File: config.mk
export PLATFORM = sky130hd
export DESIGN_NAME = addsub_div_sequencer
export DESIGN_NICKNAME = d
export VERILOG_FILES = /design/src/rtl/addsub_div_sequencer.sv
export SDC_FILE = /design/constraint.sdc
export NUM_CORES = 1
export LEC_CHECK = 0
export BUFFER_PORTS_ARGS = -buffer_cell sky130_fd_sc_hd__buf_2
export CAP_MARGIN = 20
export CORE_UTILIZATION = 32
export DETAILED_ROUTE_END_ITERATION = 12
export PLACE_DENSITY = 0.6
export SLEW_MARGIN = 40
export SYNTH_ARGS = -nofsm -noshare
export SYNTH_HDL_FRONTEND = slang
export SYNTH_SLANG_ARGS = --single-unit
File: constraint.sdc
create_clock -name clk -period 8.15 [get_ports clk]
set_input_delay 1.63 -clock clk [delete_from_list [all_inputs] [get_ports clk]]
set_output_delay 1.63 -clock clk [all_outputs]
set_load 0.01 [all_outputs]
File: src/rtl/addsub_div_sequencer.sv
// ============================================================================
//  Module      : addsub_div_sequencer
//  Description : Multi-cycle unsigned restoring divider. Owns no arithmetic:
//                each RUN cycle it presents a trial subtraction to the shared
//                32-bit add/sub unit and consumes the combinational result.
//                Returns quotient, remainder and a divide-by-zero flag with a
//                one-cycle done pulse.
//  Options     : DIVSEQ_ABORT_EN - adds an 'abort' input that cancels an
//                in-flight division without a done pulse.
//  Revision    : 1.0 - initial release
// ============================================================================
`default_nettype none

module addsub_div_sequencer #(
   parameter int WIDTH = 16
) (
   input  logic             clk,
   input  logic             rst,
   input  logic             start,
`ifdef DIVSEQ_ABORT_EN
   input  logic             abort,
`endif
   input  logic [WIDTH-1:0] dividend,
   input  logic [WIDTH-1:0] divisor,
   output logic             busy,
   output logic             done,
   output logic [WIDTH-1:0] quotient,
   output logic [WIDTH-1:0] remainder,
   output logic             div_by_zero,
   output logic [31:0]      as_a,
   output logic [31:0]      as_b,
   output logic             as_sub,
   input  logic [31:0]      as_f
);

   localparam int CW = $clog2(WIDTH + 1);

   typedef enum logic [1:0] {
      S_IDLE = 2'd0,
      S_RUN  = 2'd1,
      S_DONE = 2'd2
   } state_t;

   state_t           state_q;
   logic [WIDTH-1:0] quo_q;
   // The partial remainder is always below the divisor, so WIDTH bits hold it;
   // the extra trial bit is rebuilt each cycle from the shifted-in dividend bit.
   logic [WIDTH-1:0] rem_q;
   logic [WIDTH-1:0] div_q;
   logic [CW-1:0]    cnt_q;
   logic [WIDTH-1:0] quotient_q;
   logic [WIDTH-1:0] remainder_q;
   logic             dbz_q;

   logic [WIDTH:0]   trial_d;
   logic [WIDTH-1:0] rem_d;
   logic [WIDTH-1:0] quo_d;

   // Only the low result bits and the sign bit of the shared unit are consumed.
   logic unused_as_f;
   assign unused_as_f = &{1'b0, as_f};

   // Trial subtraction request and restore/commit decision for one iteration.
   always_comb begin
      trial_d = {rem_q, quo_q[WIDTH-1]};
      as_a    = 32'd0;
      as_b    = 32'd0;
      as_sub  = 1'b0;
      if (state_q == S_RUN) begin
         as_a   = 32'(trial_d);
         as_b   = 32'(div_q);
         as_sub = 1'b1;
      end
      if (!as_f[31]) begin
         rem_d = as_f[WIDTH-1:0];
         quo_d = {quo_q[WIDTH-2:0], 1'b1};
      end else begin
         rem_d = trial_d[WIDTH-1:0];
         quo_d = {quo_q[WIDTH-2:0], 1'b0};
      end
   end

   // Control FSM plus iteration datapath and result registers.
   always_ff @(posedge clk or posedge rst) begin
      if (rst) begin
         state_q     <= S_IDLE;
         quo_q       <= '0;
         rem_q       <= '0;
         div_q       <= '0;
         cnt_q       <= '0;
         quotient_q  <= '0;
         remainder_q <= '0;
         dbz_q       <= 1'b0;
      end else begin
         case (state_q)
            S_IDLE: begin
               if (start) begin
                  if (divisor == '0) begin
                     // No iterations: report saturated quotient immediately.
                     quotient_q  <= '1;
                     remainder_q <= dividend;
                     dbz_q       <= 1'b1;
                     state_q     <= S_DONE;
                  end else begin
                     quo_q   <= dividend;
                     rem_q   <= '0;
                     div_q   <= divisor;
                     cnt_q   <= CW'(WIDTH);
                     dbz_q   <= 1'b0;
                     state_q <= S_RUN;
                  end
               end
            end
            S_RUN: begin
`ifdef DIVSEQ_ABORT_EN
               if (abort) begin
                  state_q <= S_IDLE;
               end else
`endif
               begin
                  quo_q <= quo_d;
                  rem_q <= rem_d;
                  cnt_q <= cnt_q - CW'(1);
                  if (cnt_q == CW'(1)) begin
                     quotient_q  <= quo_d;
                     remainder_q <= rem_d;
                     state_q     <= S_DONE;
                  end
               end
            end
            S_DONE: begin
               state_q <= S_IDLE;
            end
            default: begin
               state_q <= S_IDLE;
            end
         endcase
      end
   end

   assign busy        = (state_q != S_IDLE);
   assign done        = (state_q == S_DONE);
   assign quotient    = quotient_q;
   assign remainder   = remainder_q;
   assign div_by_zero = dbz_q;

endmodule

`default_nettype wire

* After elaboration in Yosys (flattened, before gate mapping)
Cells that the tools add are included.
Word-level totals: bits in registers 88, input bits 67, output and inout bits 100, word-level logic and storage cells 53
Operators by class: add/sub/neg operators 1, eq/ne operators 7, mux-type cells 27, bitwise logic cells 1, reduce and logical (&&, ||, !) cells 9
Operator list (count):
- $mux 16 | 12
- $pmux 16 s2 | 4
- $mux 17 | 1
- $logic_not 16->1 | 1
- $mux 5 | 2
- $pmux 5 s2 | 1
- $mux 2 | 3
- $ne 2x2->1 const B | 3
- $reduce_and 3->1 | 2
- $eq 5x1->1 const B | 1
- $sub 5x1->5 const B | 1
- $pmux 2 s2 | 1
- $reduce_and 2->1 | 2
- $reduce_and 4->1 | 1
- $reduce_bool 2->1 | 2
- $mux 1 | 3
- $eq 2x1->1 const B | 1
- $eq 2x2->1 const B | 1
- $logic_not 2->1 | 1
- $ne 2x1->1 const B | 1
- $not 1->1 | 1

* Logic depth before layout (Yosys ltp)
depth in word-level cells 4, mapped depth 9, mapped depth without buffers 7

* Worst setup path after synthesis
No wires, ideal clock.
path type input-to-reg, start point input port divisor[9], end point register div_q[10], setup time 0.127 ns, arrival 3.415 ns, required time 8.023 ns, path slack 4.607 ns, stages 6, buffers on the path 2, cell sequence or4_4 > o41ai_4 > nand2b_1 > buf_4 > buf_6 > mux2_1
Between the ends: cells in the longest elaborated chain, start to end 3
Ends and longest elaborated chain:
- start: declaration | line 24 | input logic [WIDTH-1:0] divisor,
- $logic_not 16->1 | line 98 | if (divisor == '0) begin
- $not 1->1 (no line)
- $reduce_and 3->1 (no line)
- end signal: assignment | line 107 | div_q <= divisor;
- end: declaration | line 49 | logic [WIDTH-1:0] div_q;
Every way passes these cells. A chain may end at the register's enable or synchronous reset.

* Worst setup path after layout
start point input port divisor[9], end point register quo_q[0]
Between the ends: cells in the longest elaborated chain, start to end 3
Ends and longest elaborated chain:
- $logic_not 16->1 | line 98
- $ne 2x2->1 (no line)
- $reduce_and 3->1 (no line)
- end signal: assignment | line 105 | quo_q <= dividend;
- end signal: assignment | line 121 | quo_q <= quo_d;
- end: declaration | line 45 | logic [WIDTH-1:0] quo_q;
Every way passes these cells.

==> out/results.txt <==
Path type of the worst setup path: in -> reg
Fmax: 262 MHz
Synth Area in Compound Gates: 15.7%
Footprint of the multi-input gates: 0.00182 mm^2
Global-route wire length before repair: 17300 um
Dominant cells by area after synthesis: dfrtp_1 (51%), mux2i_1 (7.4%), buf_4 (5.6%), and2_1 (4.9%), mux2_1 (4.2%)
Post-CTS setup buffers: 0
Max_cap viols: 0
Die Span Y: 118 um
Cell Area, Synth: 0.00432 mm^2
Minimum clock period: 3.81 ns
Area growth, synth to finish: 21.8%
R2R Setup Slk: 5.35 ns
Initial Utilization: 32.7%
Htree depth: 3
Final wirelength: 10900 um
GP Congestion: 0.779
Total area of sequential cells: 0.00220 mm^2
Final Hold Viols: 0
Final #Nets: 578
#FFs+latches synth: 88
Core area: 0.0132 mm^2
CTS Buffer Depth: 2
Final core utilization: 39.9%
Final worst setup slack: 4.34 ns
TritonCTS Sinks: 88
Post-synth EDFFs: 0
CTS tree: built
I/O pin total: 167
Post-synthesis sequential area ratio: 51.0%
Pre-CTS setup slack: 3.93 ns
Main synth FF type: dfrtp_1
Final antenna-violating net count: 0
WL/cell: 15.8 um
Peak VDD IR: 138 uV
RSZ-0062 raised after global routing: false
Yosys top cell area share: 51.0%
Drt initial violations: 184
DP Wirelength: 7920 um
Row cnt: 42
Register-to-Register Path Depth: 5
Ys async rst share: 100%
Fillers: 1317
Worst Hold Depth: 1
Largest net degree at the start of global routing: 52
Largest family of logic cells by synthesized area: compound AO/OA/AOI/OAI gates
GRT Overall Usage: 16.2%
Die width: 118 um
Diode count: 0
Simple-Gate Fraction of Synth Area: 10.9%
RR Endpoint: quotient[13]
Synth cell count leaders: dfrtp_1 (88), and2_1 (34), a21oi_1 (32), buf_4 (32), mux2i_1 (32)
Count leader, synth: dfrtp_1
Vias in the first global route: 3194
Adder-cell share of the synthesized area: 0.579%
Worst setup EP type: register
Vias: 3274
Hold endpoint: rem_q[15]
Type of the most critical hold path: reg -> reg
Clk root buf: clkbuf_16
Port bufs: 120
Die Area: 0.0140 mm^2
CP Launch Type: primary input
Mux contribution to synthesized area: 11.8%
Critical Path RT: 8.32 ns
Fin Setup TNS: 0 ns
Static Leak: 2.59 nW
GRT Residual Overflow: 0
Final Cycle Share: 46.8%
Synth unique cells: 41
CTS hold repair buffers: 0
PostCTS Resize Cnt: 0
R2R Path Start: state_q[0]
Syn. warnings: 0
Average cell area after synthesis: 10.9 um^2
Clock latency on the worst-skew pair: 0.33 ns
Synth Area in XOR/XNOR: 0.406%
Crit path from: divisor[9]
Max Slew Vio Count: 0
1st-pass router iterations: 7
Antenna violations before repair: 1
Drc violations: 0
WP data arrival: 3.99 ns
Highest net fanout along the worst path: 11
Ratio of cells with drive above 1 in the final layout: 29.2%
Status: complete, no violations
Worst-path clk slew: 0.06 ns
Biggest area consumer among synthesized cells: dfrtp_1
Hold Crit Start: rem_q[15]
Power density cells: 391 mW/mm^2
Clock Skews: 0.00725 ns
Gate Count Post-Synth: 398
Worst-Margin Slew: 0.838 ns
DR vias/cell: 4.75
Slew margin rel.: 44.1%
Final setup fails: 0
Total CTS buffers: 9
==> cell type report <==
cell class	instances	share of cell area [%]
multi-input combinational	275	34.6
clock inverter	4	1.47
inverter	8	0.690
sequential	88	41.9
timing repair buffer	127	12.6
tap	176	4.19
clock buffer	11	4.61
==> how the worst max path moves through the flow <==
stage,endpoint,slack [ns],cells after the start
floorplan,cnt_q[0],4.24,1
detailed placement,quo_q[0],3.93,7
CTS,quo_q[0],4.29,7
finish,quo_q[0],4.34,7
global placement,cnt_q[4],3.63,5
global route,as_a[16],4.16,5
==> power breakdown <==
part	switching, W	leakage [nW]	internal (W)	total [W]
Clock	0.000170	0.156	0.000277	0.000447
Combinational	0.000480	1.42	0.000368	0.000849
Sequential	0.000137	1.01	0.000625	0.000763
==> critical path, cell delays in order <==
cell and delay [ns]:
buf_2 0.10, or4_4 0.56, o41ai_4 0.69, buf_6 0.22
and2_1 0.48, buf_6 0.22, a222oi_1 0.07
==> logic make-up after synthesis <==
kind of cell	Yosys count
buf+inv	65
mux	49
compound gates	106
xor+xnor	2
flops	88
other cells	1
fa+ha+maj	2
simple gates	85
==> cell usage in the layout, fill, tap and decap left out, drive strengths merged, types with 17 or more instances in the layout <==
cell type	n
dfrtp	88
mux2i	32
a21oi	32
mux2	17
conb	31
buf	127
and2	34
nor2	19
o21ai	35
==> per-layer routing <==
metal  part of all wire (%)  track usage (%)  up-vias
met5                   0.11                0        -
li1                       -                -     1561
met3                    5.2             3.72       20
met2                     48             25.7      102
met4                    2.6             7.93        2
met1                     44             20.7     1589
==> sequential cells by signal, summed over array words and instances, names as in the netlist <==
name,flops
cnt_q,5
div_by_zero,1
div_q,16
quo_q,16
quotient,16
rem_q,16
remainder,16
state_q,2
==> metrics by stage <==
step | cells | area (um^2) | power [W] | hold WS, ns
after floorplan | 428 | 4430 | 0.00135 | 0.441
after global placement | 672 | 4920 | 0.00160 | 0.455
after detailed placement | 674 | 4940 | 0.00163 | 0.469
after CTS | 689 | 5260 | 0.00208 | 0.486
after global routing | 689 | 5260 | 0.00221 | 0.503
final | 689 | 5260 | 0.00206 | 0.483
Note: power is estimated with default switching activity, not from simulation.
